--- config.mk ---
export PLATFORM = sky130hd
export DESIGN_NAME = serial_subtractor
export DESIGN_NICKNAME = d
export VERILOG_FILES = /design/src/rtl/serial_subtractor.sv
export SDC_FILE = /design/constraint.sdc
export NUM_CORES = 1
export LEC_CHECK = 0
export BUFFER_PORTS_ARGS = -buffer_cell sky130_fd_sc_hd__buf_4
export CAP_MARGIN = 0
export CORE_UTILIZATION = 50
export CTS_CLUSTER_DIAMETER = 150
export DETAILED_ROUTE_END_ITERATION = 6
export GPL_TIMING_DRIVEN = 0
export MAX_ROUTING_LAYER = met4
export PLACE_DENSITY = 0.74
export RECOVER_POWER = 100
export SYNTH_ARGS = -nofsm -noshare
export SYNTH_HDL_FRONTEND = slang
export SYNTH_SLANG_ARGS = --single-unit
--- constraint.sdc ---
create_clock -name clk -period 3.5 [get_ports clk]
set_input_delay 0.7 -clock clk [delete_from_list [all_inputs] [get_ports clk]]
set_output_delay 0.7 -clock clk [all_outputs]
set_load 0.01 [all_outputs]
--- src/rtl/serial_subtractor.sv ---
// Bit-serial a - b - bin, one full-subtractor cell, LSB first.
// Latency: start accepted at edge k, done high in the cycle after edge k+WIDTH.
// Backpressure: start is ignored while busy; no queuing.
module serial_subtractor #(
   parameter int WIDTH = 4
) (
   input  logic             clk,
   input  logic             rst_n,
   input  logic             start,
   input  logic [WIDTH-1:0] a,
   input  logic [WIDTH-1:0] b,
   input  logic             bin,
   output logic [WIDTH-1:0] d,
   output logic             bout,
   output logic             ovf,
   output logic             busy,
   output logic             done
);

   localparam int CW = $clog2(WIDTH);

   typedef enum logic [1:0] {IDLE, SHIFT, DONE} state_t;

   state_t           state, state_nxt;
   logic [WIDTH-1:0] a_sh, b_sh;
   logic             br;
   logic [CW-1:0]    cnt;
   logic             ai, bi, di, br_nxt, last, accept;

   assign ai     = a_sh[0];
   assign bi     = b_sh[0];
   assign di     = ai ^ bi ^ br;
   assign br_nxt = (~ai & bi) | (~(ai ^ bi) & br);
   assign last   = (cnt == CW'(WIDTH - 1));
   assign accept = (state == IDLE) && start;

   always_comb begin
      state_nxt = state;
      busy      = 1'b0;
      done      = 1'b0;
      case (state)
         IDLE:  if (start) state_nxt = SHIFT;
         SHIFT: begin
            busy = 1'b1;
            if (last) state_nxt = DONE;
         end
         DONE: begin
            busy      = 1'b1;
            done      = 1'b1;
            state_nxt = IDLE;
         end
         default: state_nxt = IDLE;
      endcase
   end

   always_ff @(posedge clk or negedge rst_n) begin
      if (!rst_n) state <= IDLE;
      else        state <= state_nxt;
   end

   always_ff @(posedge clk or negedge rst_n) begin
      if (!rst_n) begin
         a_sh <= '0;
         b_sh <= '0;
         br   <= 1'b0;
         cnt  <= '0;
         d    <= '0;
         bout <= 1'b0;
         ovf  <= 1'b0;
      end else if (accept) begin
         a_sh <= a;
         b_sh <= b;
         br   <= bin;
         cnt  <= '0;
         d    <= '0;
         bout <= 1'b0;
         ovf  <= 1'b0;
      end else if (state == SHIFT) begin
         a_sh <= a_sh >> 1;
         b_sh <= b_sh >> 1;
         br   <= br_nxt;
         cnt  <= cnt + CW'(1);
         d    <= {di, d[WIDTH-1:1]};
         // On the last shift ai/bi/di are the operand and result sign bits.
         if (last) begin
            bout <= br_nxt;
            ovf  <= (ai ^ bi) & (di ^ ai);
         end
      end
   end

endmodule

==> results.json <==
{
  "status": "completed",
  "avgSynthCellArea_sq_um": 11.0,
  "synth_compound_area_share_pct": 6.15,
  "viasPerCell": 5.07,
  "hold_class": "in2async",
  "cpPeakStageDelay_ps": 420,
  "clock-sinks": 19,
  "final_nets": 133,
  "fmax_ghz": 0.515,
  "vias": 695,
  "clk_latency_ps": 290,
  "fin_crit_ps": 1940,
  "yosys.area_share.simple_pct": 10.0,
  "io_buffers": 19,
  "grt_max_degree": 20,
  "whs_ps": 535,
  "final_cell_mix": "dfrtp_1, clkbuf_1, nand2_1, mux2i_1, buf_4",
  "coreArea_sq_um": 1780,
  "setup_viol": 0,
  "drive_gt1_share_pct": 17.0,
  "crit_start": "state[0]",
  "tightest_slew_ps": 1000,
  "finalPower_uw": 964,
  "path_max_fanout": 4,
  "synth_top_family_by_area": "multiplexers",
  "clockBufferDepth": 2,
  "die_y_um": 46.2,
  "p_leak_uw": 0.000546,
  "slew_headroom_pct": 33.1,
  "critical_path.slowest_cell": "dfrtp_1",
  "dr.first_iter.drc_count": 10,
  "max-cap-violations": 0,
  "ys_seq_area_share_pct": 48.7,
  "hold_viol": 0,
  "reg2reg_setup_slack_ps": 1570,
  "wl_per_cell_um": 11.9,
  "drt-pass1-iter-count": 4,
  "post_dp_cell_area_sq_um": 1150,
  "ctsHoldBuffers": 0,
  "syn_area_sq_um": 976,
  "cts_tree": "yes",
  "synth.mux.area_fraction_pct": 15.8,
  "synth_xor_area_share_pct": 1.79,
  "initial_core_util_pct": 54.7,
  "crit_arrival_ps": 1240,
  "finalCritPeriodShare_pct": 55.5,
  "rsz0062_at_grt": "no",
  "drt_wl_total_um": 1630,
  "area_growth_pct": 15.5,
  "worstSetupPathType": "reg2out",
  "cts_root_buf": "clkbuf_4",
  "grt_pass1_wl_um": 2680,
  "gr-usage-all-layers_pct": 18.2,
  "rows": 15,
  "clkTransAtPathRegs_ps": 110,
  "syn-num-nets": 109,
  "r2r_start": "state[1]",
  "antenna_cells": 0,
  "drc_errors": 0,
  "die_w_um": 46.2,
  "synth_cell_types": 20,
  "postLayoutCellArea_sq_um": 1130,
  "finalSetupTns_ps": 0,
  "power-per-cell-area_nw_per_um2": 855,
  "r2r-end": "state[0]",
  "maxSlewViolCount": 0,
  "cp-end-kind": "output pin",
  "crit_path_cell_trace": "inv_1, ha_1, clkbuf_1",
  "peakVddDrop_mv": 0.408,
  "synth_cells": 89,
  "numCtsBuffers": 3,
  "start_kind": "flip-flop",
  "final_antenna_net_count": 0,
  "cts_setup_buffers": 0,
  "hpwl_um": 1210,
  "reg2reg_depth": 6,
  "htree_levels": 1,
  "synthAdderAreaFrac_pct": 11.0,
  "cp-endpoint": "busy",
  "fin_skew_ps": 6.12,
  "first_global_vias": 622,
  "ios": 20,
  "final_common_cell": "dfrtp_1",
  "crit_required_ps": 2800,
  "fin_cells": 137,
  "die_area_sq_um": 2130,
  "cts_resized": 0,
  "yosysWarnings": 0,
  "overflow": 0,
  "gp_congestion": 0.784,
  "ys_ff_latch": 19,
  "grt_antenna_before_repair": 0,
  "dpl.cell_count": 133
}
cells by family (layout without fill, tap and decap cells):
family                     count (synthesis)  after routing
AOI/OAI and AO/OA                         11             11
xor gates and xnor gates                   2              2
adders and majority gates                  8              8
buffers and inverters                     12             35
DFF                                       19             19
muxes                                     15             15
and+or+nand+nor                           22             22
where the power goes:
part           internal (uW)  total [uW]  switching, uW
sequential               318         382           64.2
clock                   44.3         112           67.4
combinational            218         469            251
sequential cells by signal (all words and copies together), names as in the netlist:
| name | cells |
|---|---|
| a_sh | 4 |
| b_sh | 4 |
| d | 4 |
| cnt | 2 |
| state | 2 |
| bout | 1 |
| br | 1 |
| ovf | 1 |
worst min-delay path by stage:
stage / from / endpoint / depth (start not counted)
after floorplan: rst_n / a_sh[0] / 0
after global placement: d[0] / d[0] / 2
after detailed placement: cnt[1] / cnt[1] / 2
after CTS: rst_n / cnt[0] / 1
after global routing: bout / bout / 2
final: rst_n / cnt[0] / 1
worst max-delay path, delay by kind of cell (launching register included):
kind                     cells  cell delay, ps
buffers and inverters        2             240
flip-flops                   1             420
adder cells (fa/ha/maj)      1             280
cell usage after synthesis:
cell type / n / area share (%)
a21oi_1: 1 / 0.51
a21oi_2: 1 / 0.90
and2_1: 1 / 0.64
buf_2: 2 / 1.0
buf_6: 2 / 2.3
clkbuf_2: 1 / 0.51
dfrtp_1: 19 / 49
fa_1: 1 / 2.1
ha_1: 7 / 9.0
inv_1: 7 / 2.7
mux2_2: 3 / 3.5
mux2i_1: 12 / 12
nand2_1: 12 / 4.6
nand2_4: 1 / 1.2
nor2_1: 6 / 2.3
o21ai_0: 8 / 4.1
o22ai_1: 1 / 0.64
or2_2: 1 / 0.64
or3_1: 1 / 0.64
xnor2_1: 2 / 1.8
layout make-up:
class,instances,area [sq um]
inverters,7,26.3
fillers,177,656
clock buffers,4,26.3
repair buffers,19,109
well taps,25,31.3
flip-flops and latches,19,475
multi-input cells,58,433
plain buffers,5,26.3
per-layer routing:
metal  part of all wire [%]  wire length (um)  vias up  global-route usage [%]
met5                      0                 0        -                       -
met3                    3.9                64        5                    3.53
met2                     49               794       15                    29.6
met4                    1.3                22        0                    7.06
met1                     46               751      341                    22.2
li1                       -                 -      334                       -
metrics by stage:
stage	setup slack, ps	util, %
after global placement	1890	64.5
after CTS	1530	66.0
final	1560	63.2
after floorplan	1940	-
after global routing	1440	63.2
after detailed placement	1820	64.5
Note: power is estimated with default switching activity, not from simulation.
